`config.mk`:
```
export PLATFORM = sky130hd
export DESIGN_NAME = iic_cmd_queue
export DESIGN_NICKNAME = d
export VERILOG_FILES = /design/src/rtl/iic_cmd_queue.sv
export SDC_FILE = /design/constraint.sdc
export NUM_CORES = 1
export LEC_CHECK = 0
export CORE_ASPECT_RATIO = 0.9
export CORE_MARGIN = 3
export CORE_UTILIZATION = 50
export CTS_BUF_LIST = sky130_fd_sc_hd__clkbuf_16
export CTS_CLUSTER_DIAMETER = 200
export DETAILED_ROUTE_END_ITERATION = 8
export PLACE_DENSITY_LB_ADDON = 0.25
export RECOVER_POWER = 50
export SETUP_SLACK_MARGIN = 0.3
export SYNTH_ARGS = -nofsm -noshare
export SYNTH_HDL_FRONTEND = slang
export SYNTH_SLANG_ARGS = --single-unit
export TNS_END_PERCENT = 100
```
`constraint.sdc`:
```
create_clock -name clk -period 3.6 [get_ports clk]
set_clock_uncertainty 0.15 [all_clocks]
set_input_delay 0.72 -clock clk [delete_from_list [all_inputs] [get_ports clk]]
set_output_delay 0.72 -clock clk [all_outputs]
set_load 0.005 [all_outputs]
```
`src/rtl/iic_cmd_queue.sv`:
```
// -----------------------------------------------------------------------------
// iic_cmd_queue
//
// Command buffer and sequencer placed directly upstream of iic_driver.
// Register read/write commands arrive over a valid/ready interface and are
// buffered in a FIFO. They are issued one at a time on the reg_iic_*
// interface. The block waits for reg_iic_done, or for a timeout, then returns
// one response strobe per command. A programmable idle gap is enforced
// between the end of one transaction and the next request.
//
// Ports
//   clk, rst            system clock, asynchronous active-high reset
//   cmd_valid/ready     command handshake (ready = FIFO not full)
//   cmd_whrl            1 = write, 0 = read
//   cmd_dev_addr        7-bit I2C device address
//   cmd_addr            8-bit register address
//   cmd_wdata           write data (ignored for reads)
//   soft_clr            level: flush pending FIFO entries
//   rsp_valid           one-cycle response strobe (no backpressure)
//   rsp_whrl            whrl of the completed command
//   rsp_rdata           read data; 0 for writes and timeouts
//   rsp_timeout         qualifies rsp_valid: transaction timed out
//   fifo_level          number of pending FIFO entries
//   busy                FSM not idle or FIFO not empty
//   reg_iic_*           command fields and one-cycle req pulse to iic_driver
//   reg_iic_rdata/done  read data and completion pulse from iic_driver
//
// Every output comes straight from a flop.
// -----------------------------------------------------------------------------
module iic_cmd_queue #(
  parameter int FIFO_DEPTH     = 8,        // power of 2, >= 2
  parameter int GAP_CYCLES     = 100,      // idle cycles after each response, >= 1
  parameter int TIMEOUT_CYCLES = 2000000,  // WAIT cycles before a timeout response
  parameter int CNT_W          = 24        // must hold TIMEOUT_CYCLES
) (
  input  logic                        clk,
  input  logic                        rst,
  input  logic                        cmd_valid,
  output logic                        cmd_ready,
  input  logic                        cmd_whrl,
  input  logic [6:0]                  cmd_dev_addr,
  input  logic [7:0]                  cmd_addr,
  input  logic [7:0]                  cmd_wdata,
  input  logic                        soft_clr,
  output logic                        rsp_valid,
  output logic                        rsp_whrl,
  output logic [7:0]                  rsp_rdata,
  output logic                        rsp_timeout,
  output logic [$clog2(FIFO_DEPTH):0] fifo_level,
  output logic                        busy,
  output logic                        reg_iic_whrl,
  output logic [6:0]                  reg_iic_dev_addr,
  output logic [7:0]                  reg_iic_addr,
  output logic [7:0]                  reg_iic_wdata,
  output logic                        reg_iic_req,
  input  logic [7:0]                  reg_iic_rdata,
  input  logic                        reg_iic_done
);

  localparam int PTR_W = $clog2(FIFO_DEPTH);
  localparam int LVL_W = PTR_W + 1;

  localparam logic [LVL_W-1:0] LVL_FULL = LVL_W'(FIFO_DEPTH);
  localparam logic [CNT_W-1:0] GAP_LAST = CNT_W'(GAP_CYCLES - 1);
  // The timeout response is registered on the edge where the counter steps
  // to TIMEOUT_CYCLES-1. That places rsp_valid exactly TIMEOUT_CYCLES cycles
  // after the req pulse.
  localparam logic [CNT_W-1:0] TO_LAST =
    CNT_W'((TIMEOUT_CYCLES >= 2) ? (TIMEOUT_CYCLES - 2) : 0);

  typedef struct packed {
    logic       whrl;
    logic [6:0] dev_addr;
    logic [7:0] addr;
    logic [7:0] wdata;
  } cmd_t;

  typedef enum logic [2:0] {
    S_IDLE,
    S_LOAD,
    S_REQ,
    S_WAIT,
    S_GAP
  } state_t;

  // ---------------------------------------------------------------------------
  // State
  // ---------------------------------------------------------------------------
  state_t           state_q, state_d;
  logic [CNT_W-1:0] cnt_q, cnt_d;

  cmd_t             mem_q [FIFO_DEPTH];
  logic [PTR_W-1:0] wr_ptr_q, wr_ptr_d;
  logic [PTR_W-1:0] rd_ptr_q, rd_ptr_d;
  logic [LVL_W-1:0] level_q, level_d;

  cmd_t             head_q, head_d;    // entry popped in IDLE, consumed by LOAD
  cmd_t             issue_q, issue_d;  // fields presented to iic_driver

  logic             cmd_ready_q, cmd_ready_d;
  logic             busy_q, busy_d;
  logic             req_q, req_d;
  logic             rsp_valid_q, rsp_valid_d;
  logic             rsp_whrl_q, rsp_whrl_d;
  logic [7:0]       rsp_rdata_q, rsp_rdata_d;
  logic             rsp_timeout_q, rsp_timeout_d;

  logic             push;
  logic             pop;
  cmd_t             push_data;

  assign push_data = '{whrl: cmd_whrl, dev_addr: cmd_dev_addr,
                       addr: cmd_addr, wdata: cmd_wdata};

  // soft_clr drops a push presented in the same cycle.
  assign push = cmd_valid & cmd_ready_q & ~soft_clr;
  // A pop is taken while flushing too: the popped entry is already in flight.
  assign pop  = (state_q == S_IDLE) && (level_q != '0);

  // ---------------------------------------------------------------------------
  // FIFO pointers and level
  // ---------------------------------------------------------------------------
  always_comb begin
    // NOTE: each variable driven here gets a default before any branch, so
    // no path leaves it unassigned and no latch is inferred.
    wr_ptr_d = wr_ptr_q;
    rd_ptr_d = rd_ptr_q;
    level_d  = level_q;
    if (soft_clr) begin
      // Discard everything pending by catching the read pointer up.
      rd_ptr_d = wr_ptr_q;
      level_d  = '0;
    end else begin
      if (push) wr_ptr_d = wr_ptr_q + PTR_W'(1);
      if (pop)  rd_ptr_d = rd_ptr_q + PTR_W'(1);
      level_d = level_q + LVL_W'(push) - LVL_W'(pop);
    end
  end

  // NOTE: the storage array has no reset. Its contents are only read behind
  // a non-zero level, so it does not need one, and leaving it out keeps it a
  // plain RAM.
  always_ff @(posedge clk) begin
    if (push) mem_q[wr_ptr_q] <= push_data;
  end

  // ---------------------------------------------------------------------------
  // Sequencer: next state and registered outputs
  // ---------------------------------------------------------------------------
  always_comb begin
    state_d       = state_q;
    cnt_d         = cnt_q;
    head_d        = head_q;
    issue_d       = issue_q;
    req_d         = 1'b0;
    rsp_valid_d   = 1'b0;
    rsp_whrl_d    = 1'b0;
    rsp_rdata_d   = 8'h00;
    rsp_timeout_d = 1'b0;

    unique case (state_q)
      S_IDLE: begin
        if (pop) begin
          head_d  = mem_q[rd_ptr_q];
          state_d = S_LOAD;
        end
      end

      S_LOAD: begin
        // The issue registers change only here and hold through REQ/WAIT/GAP.
        issue_d = head_q;
        req_d   = 1'b1;
        state_d = S_REQ;
      end

      S_REQ: begin
        cnt_d   = '0;
        state_d = S_WAIT;
      end

      S_WAIT: begin
        // done is checked first, so it wins over the terminal count.
        if (reg_iic_done) begin
          rsp_valid_d = 1'b1;
          rsp_whrl_d  = issue_q.whrl;
          rsp_rdata_d = issue_q.whrl ? 8'h00 : reg_iic_rdata;
          cnt_d       = '0;
          state_d     = S_GAP;
        end else if (cnt_q == TO_LAST) begin
          rsp_valid_d   = 1'b1;
          rsp_whrl_d    = issue_q.whrl;
          rsp_timeout_d = 1'b1;
          cnt_d         = '0;
          state_d       = S_GAP;
        end else begin
          cnt_d = cnt_q + CNT_W'(1);
        end
      end

      S_GAP: begin
        if (cnt_q == GAP_LAST) begin
          cnt_d   = '0;
          state_d = S_IDLE;
        end else begin
          cnt_d = cnt_q + CNT_W'(1);
        end
      end

      default: state_d = S_IDLE;
    endcase

    // ready and busy are registered from next-state values. That gives them
    // the same timing a combinational decode of the current state would have.
    cmd_ready_d = (level_d != LVL_FULL);
    busy_d      = (state_d != S_IDLE) || (level_d != '0);
  end

  // NOTE: sequential state uses non-blocking assignments. Every flop then
  // samples pre-edge values, independent of process order.
  always_ff @(posedge clk or posedge rst) begin
    if (rst) begin
      state_q       <= S_IDLE;
      cnt_q         <= '0;
      wr_ptr_q      <= '0;
      rd_ptr_q      <= '0;
      level_q       <= '0;
      head_q        <= '0;
      issue_q       <= '0;
      cmd_ready_q   <= 1'b1;
      busy_q        <= 1'b0;
      req_q         <= 1'b0;
      rsp_valid_q   <= 1'b0;
      rsp_whrl_q    <= 1'b0;
      rsp_rdata_q   <= 8'h00;
      rsp_timeout_q <= 1'b0;
    end else begin
      state_q       <= state_d;
      cnt_q         <= cnt_d;
      wr_ptr_q      <= wr_ptr_d;
      rd_ptr_q      <= rd_ptr_d;
      level_q       <= level_d;
      head_q        <= head_d;
      issue_q       <= issue_d;
      cmd_ready_q   <= cmd_ready_d;
      busy_q        <= busy_d;
      req_q         <= req_d;
      rsp_valid_q   <= rsp_valid_d;
      rsp_whrl_q    <= rsp_whrl_d;
      rsp_rdata_q   <= rsp_rdata_d;
      rsp_timeout_q <= rsp_timeout_d;
    end
  end

  // ---------------------------------------------------------------------------
  // Outputs
  // ---------------------------------------------------------------------------
  assign cmd_ready        = cmd_ready_q;
  assign fifo_level       = level_q;
  assign busy             = busy_q;
  assign rsp_valid        = rsp_valid_q;
  assign rsp_whrl         = rsp_whrl_q;
  assign rsp_rdata        = rsp_rdata_q;
  assign rsp_timeout      = rsp_timeout_q;
  assign reg_iic_req      = req_q;
  assign reg_iic_whrl     = issue_q.whrl;
  assign reg_iic_dev_addr = issue_q.dev_addr;
  assign reg_iic_addr     = issue_q.addr;
  assign reg_iic_wdata    = issue_q.wdata;

endmodule

```
==> results.yml <==
status:
  status: "finished with violations"
  violations: "max-capacitance violations, max-slew violations"
setup_path:
  worstSetupStartpoint: "fifo_level[2]$_DFF_PP0_"
  cp.required_ps: 3860
  cp_max_fo: 4
  cp-start-kind: "register"
  regToRegStartpoint: "fifo_level[2]$_DFF_PP0_"
  path_buf_inv: 3
  worstSetupPathType: "register to register"
  cp_cell_sequence: "inv_1 > ha_1 > a2111o_1 > inv_1 > ha_1 > inv_1 > ha_1 > fa_1 > nor2b_1 > nor3_2 > nand3_1 > or4_4"
  crit_arrival_ps: 3490
  cp_top_family: "adder cells"
  crit_path_top_delay_cell: "or4_4"
  max_stage_delay_ps: 440
  endpoint_kind: "register"
drt:
  wl_per_cell_um: 20.4
  vias: 5965
  routed_via_density: 5.56
  drt_iter0_markers: 410
  ant_nets: 0
  drc: 0
  first_pass_iters: 4
  wirelength_mm: 21.9
clock_tree:
  cts.sinks: 291
  clkLatencyLatePin_ps: 540
  hold_buffers: 0
  cts_setup_buffers: 0
  cts_tree: "yes"
  cts_resized: 0
  cts-root-buf: "clkbuf_16"
  numCtsBuffers: 29
  clk_path_buf_depth: 3
  h-tree-depth: 1
  clkTransAtPathRegs_ps: 60
global_routing:
  grt_antenna_before_repair: 0
  grt_pass1_wl_mm: 34.8
  grt_pass1_vias: 6287
  use_met1_pct: 25.5
  met3_usage_pct: 3.28
  track_usage_pct: 18.3
  grt_max_degree: 51
  busiest_layer: "met2"
  grt-ovfl-total: 0
  grt_use_met2_pct: 30.3
placement:
  dpl.hpwl_mm: 13.4
  placed_area_um2: 12600
  numPortBuffers: 78
  place_congestion: 0.852
  dp_slack_ps: -95.1
sta:
  hold_ws_ps: 331
  finalHoldViolations: 0
  period_needed_ps: 3240
  slew_violations: 69
  tightest_slew_ps: 1870
  slew_headroom_pct: -25.2
  rsz0062_at_grt: "false"
  post-route-period-util_pct: 89.9
  setup_ws_ps: 364
  finalSetupViolCount: 0
  fmax_mhz: 309
yosys:
  synthFlopType: "edfxtp_1"
  yosysSeqAreaShare_pct: 72.4
  yosysTopAreaCell: "edfxtp_1"
  synthTopCellsByArea: "edfxtp_1 (51%), dfrtp_1 (22%), mux4_2 (9.5%)"
  yosysWarnings: 0
  synth_cell_types: 43
  synthArstFlopShare_pct: 34.0
  syn-mean-instance-area_um2: 17.3
  syn_nets: 705
  synth_edf_count: 192
  mappedNetlistArea_um2: 11400
  synth_top_area_share_pct: 50.6
  ys_seq_elements: 291
  synth_cells: 658
layout:
  area_growth_pct: 18.6
  stdcell_area_um2: 13500
  antenna_cells: 0
  drive_above_1_share_pct: 19.2
  final_cell_mix: "edfxtp_1 (192), dfrtp_1 (95), clkdlybuf4s50_1 (53)"
  fin_util_pct: 61.4
  final_common_cell: "edfxtp_1"
  final_nets: 807
power_and_ir_drop:
  powerDensity_nw_per_um2: 730
  p_comb_share_pct: 25.5
  power_frac_clock_pct: 28.3
  p_sw_share_pct: 28.5
  power_frac_seq_pct: 46.1
  intPower_mw: 7.05
  p_leak_nw: 4.92
  ir_drop_mv: 0.457
  p_switching_mw: 2.81
hold_path:
  hold_path.startpoint: "head_q[5]$_DFFE_PP0P_"
  hold_path.class: "register to register"
floorplanning:
  die_area_um2: 24600
  die_w_um: 165
  core_um2: 22000
  start_util_pct: 51.8
  pin_count: 79
  fp-row-count: 51
  die_y_um: 149
flow_run:
  maxCapViolCount: 2
## cells in the mapped netlist, types with 9 or more instances
cell and n:
nor2_1 34, mux2i_1 25, mux2_2 24, edfxtp_1 192
nand3_1 10, and2_1 10, nand2_1 52, mux4_2 48
o21ai_0 31, xor2_1 19, clkbuf_1 12, ha_1 9
nand4_1 9, inv_1 11, dfrtp_1 98
## per-stage QoR
step	std cells	setup TNS, ps	total power, mW
2_1_floorplan	658	0	6.16
3_3_place_gp	1020	0	7.07
3_5_place_dp	1020	-95.1	7.18
4_1_cts	1072	0	9.99
5_1_grt	1072	0	10.4
6_report	1072	0	9.86
## logic make-up after synthesis
logic type | count (synthesis) | share of synthesized area, %
xor+xnor | 26 | 2.00
flops | 291 | 72.4
mux | 97 | 14.1
fa+ha+maj | 10 | 1.16
buf+inv | 39 | 1.55
simple gates | 148 | 6.25
compound gates | 47 | 2.64
## tightest hold or removal path, cell delays in order (launching register included)
cell     delay (ps)
dfrtp_1         340
nand2_1          50
o21ai_0          60
## worst paths after layout
kind	end	slack [ps]	depth (start not counted)
worst max-delay path	busy$_DFF_PP0_	360	12
worst min-delay path	head_q[5]$_DFFE_PP0P_	330	2
worst max register to register	busy$_DFF_PP0_	360	12
worst min register to register	head_q[5]$_DFFE_PP0P_	330	2
max in group asynchronous	rsp_rdata[3]$_DFF_PP0_	660	3
min in group asynchronous	reg_iic_wdata[7]$_DFFE_PP0P_	950	2
## area by class of cell
| type | count | area [um^2] |
|---|---|---|
| Clock inverter | 23 | 164 |
| Inverter | 11 | 42.5 |
| Clock buffer | 29 | 726 |
| Sequential cell | 291 | 8250 |
| Fill cell | 1609 | 8510 |
| Timing Repair Buffer | 99 | 937 |
| Tap cell | 291 | 364 |
| Multi-Input combinational cell | 328 | 3030 |
## state kept, by name (all words and copies together), names as in the netlist, 3 cells and up
| name | count |
|---|---|
| mem_q | 192 |
| cnt_q | 24 |
| rd_ptr_q | 3 |
| head_q | 24 |
| state_q | 3 |
| wr_ptr_q | 3 |
| fifo_level | 4 |
| reg_iic_dev_addr | 7 |
| rsp_rdata | 8 |
| reg_iic_addr | 8 |
| reg_iic_wdata | 8 |
## power groups by stage
stage / Combinational, mW / Clock, mW / Sequential (mW)
finish: 2.52 / 2.80 / 4.55
global route: 2.78 / 3.01 / 4.62
CTS: 2.56 / 2.87 / 4.56
detailed placement: 2.55 / 0 / 4.63
global placement: 2.48 / 0 / 4.58
floorplan: 1.82 / 0 / 4.35
## per-layer routing
metal | share of wire (%) | wire length [um]
met1 | 44 | 9600
met2 | 49 | 10700
met3 | 5.7 | 1250
met4 | 1.8 | 405
met5 | 0 | 0
(Power assumes the default switching activity.)
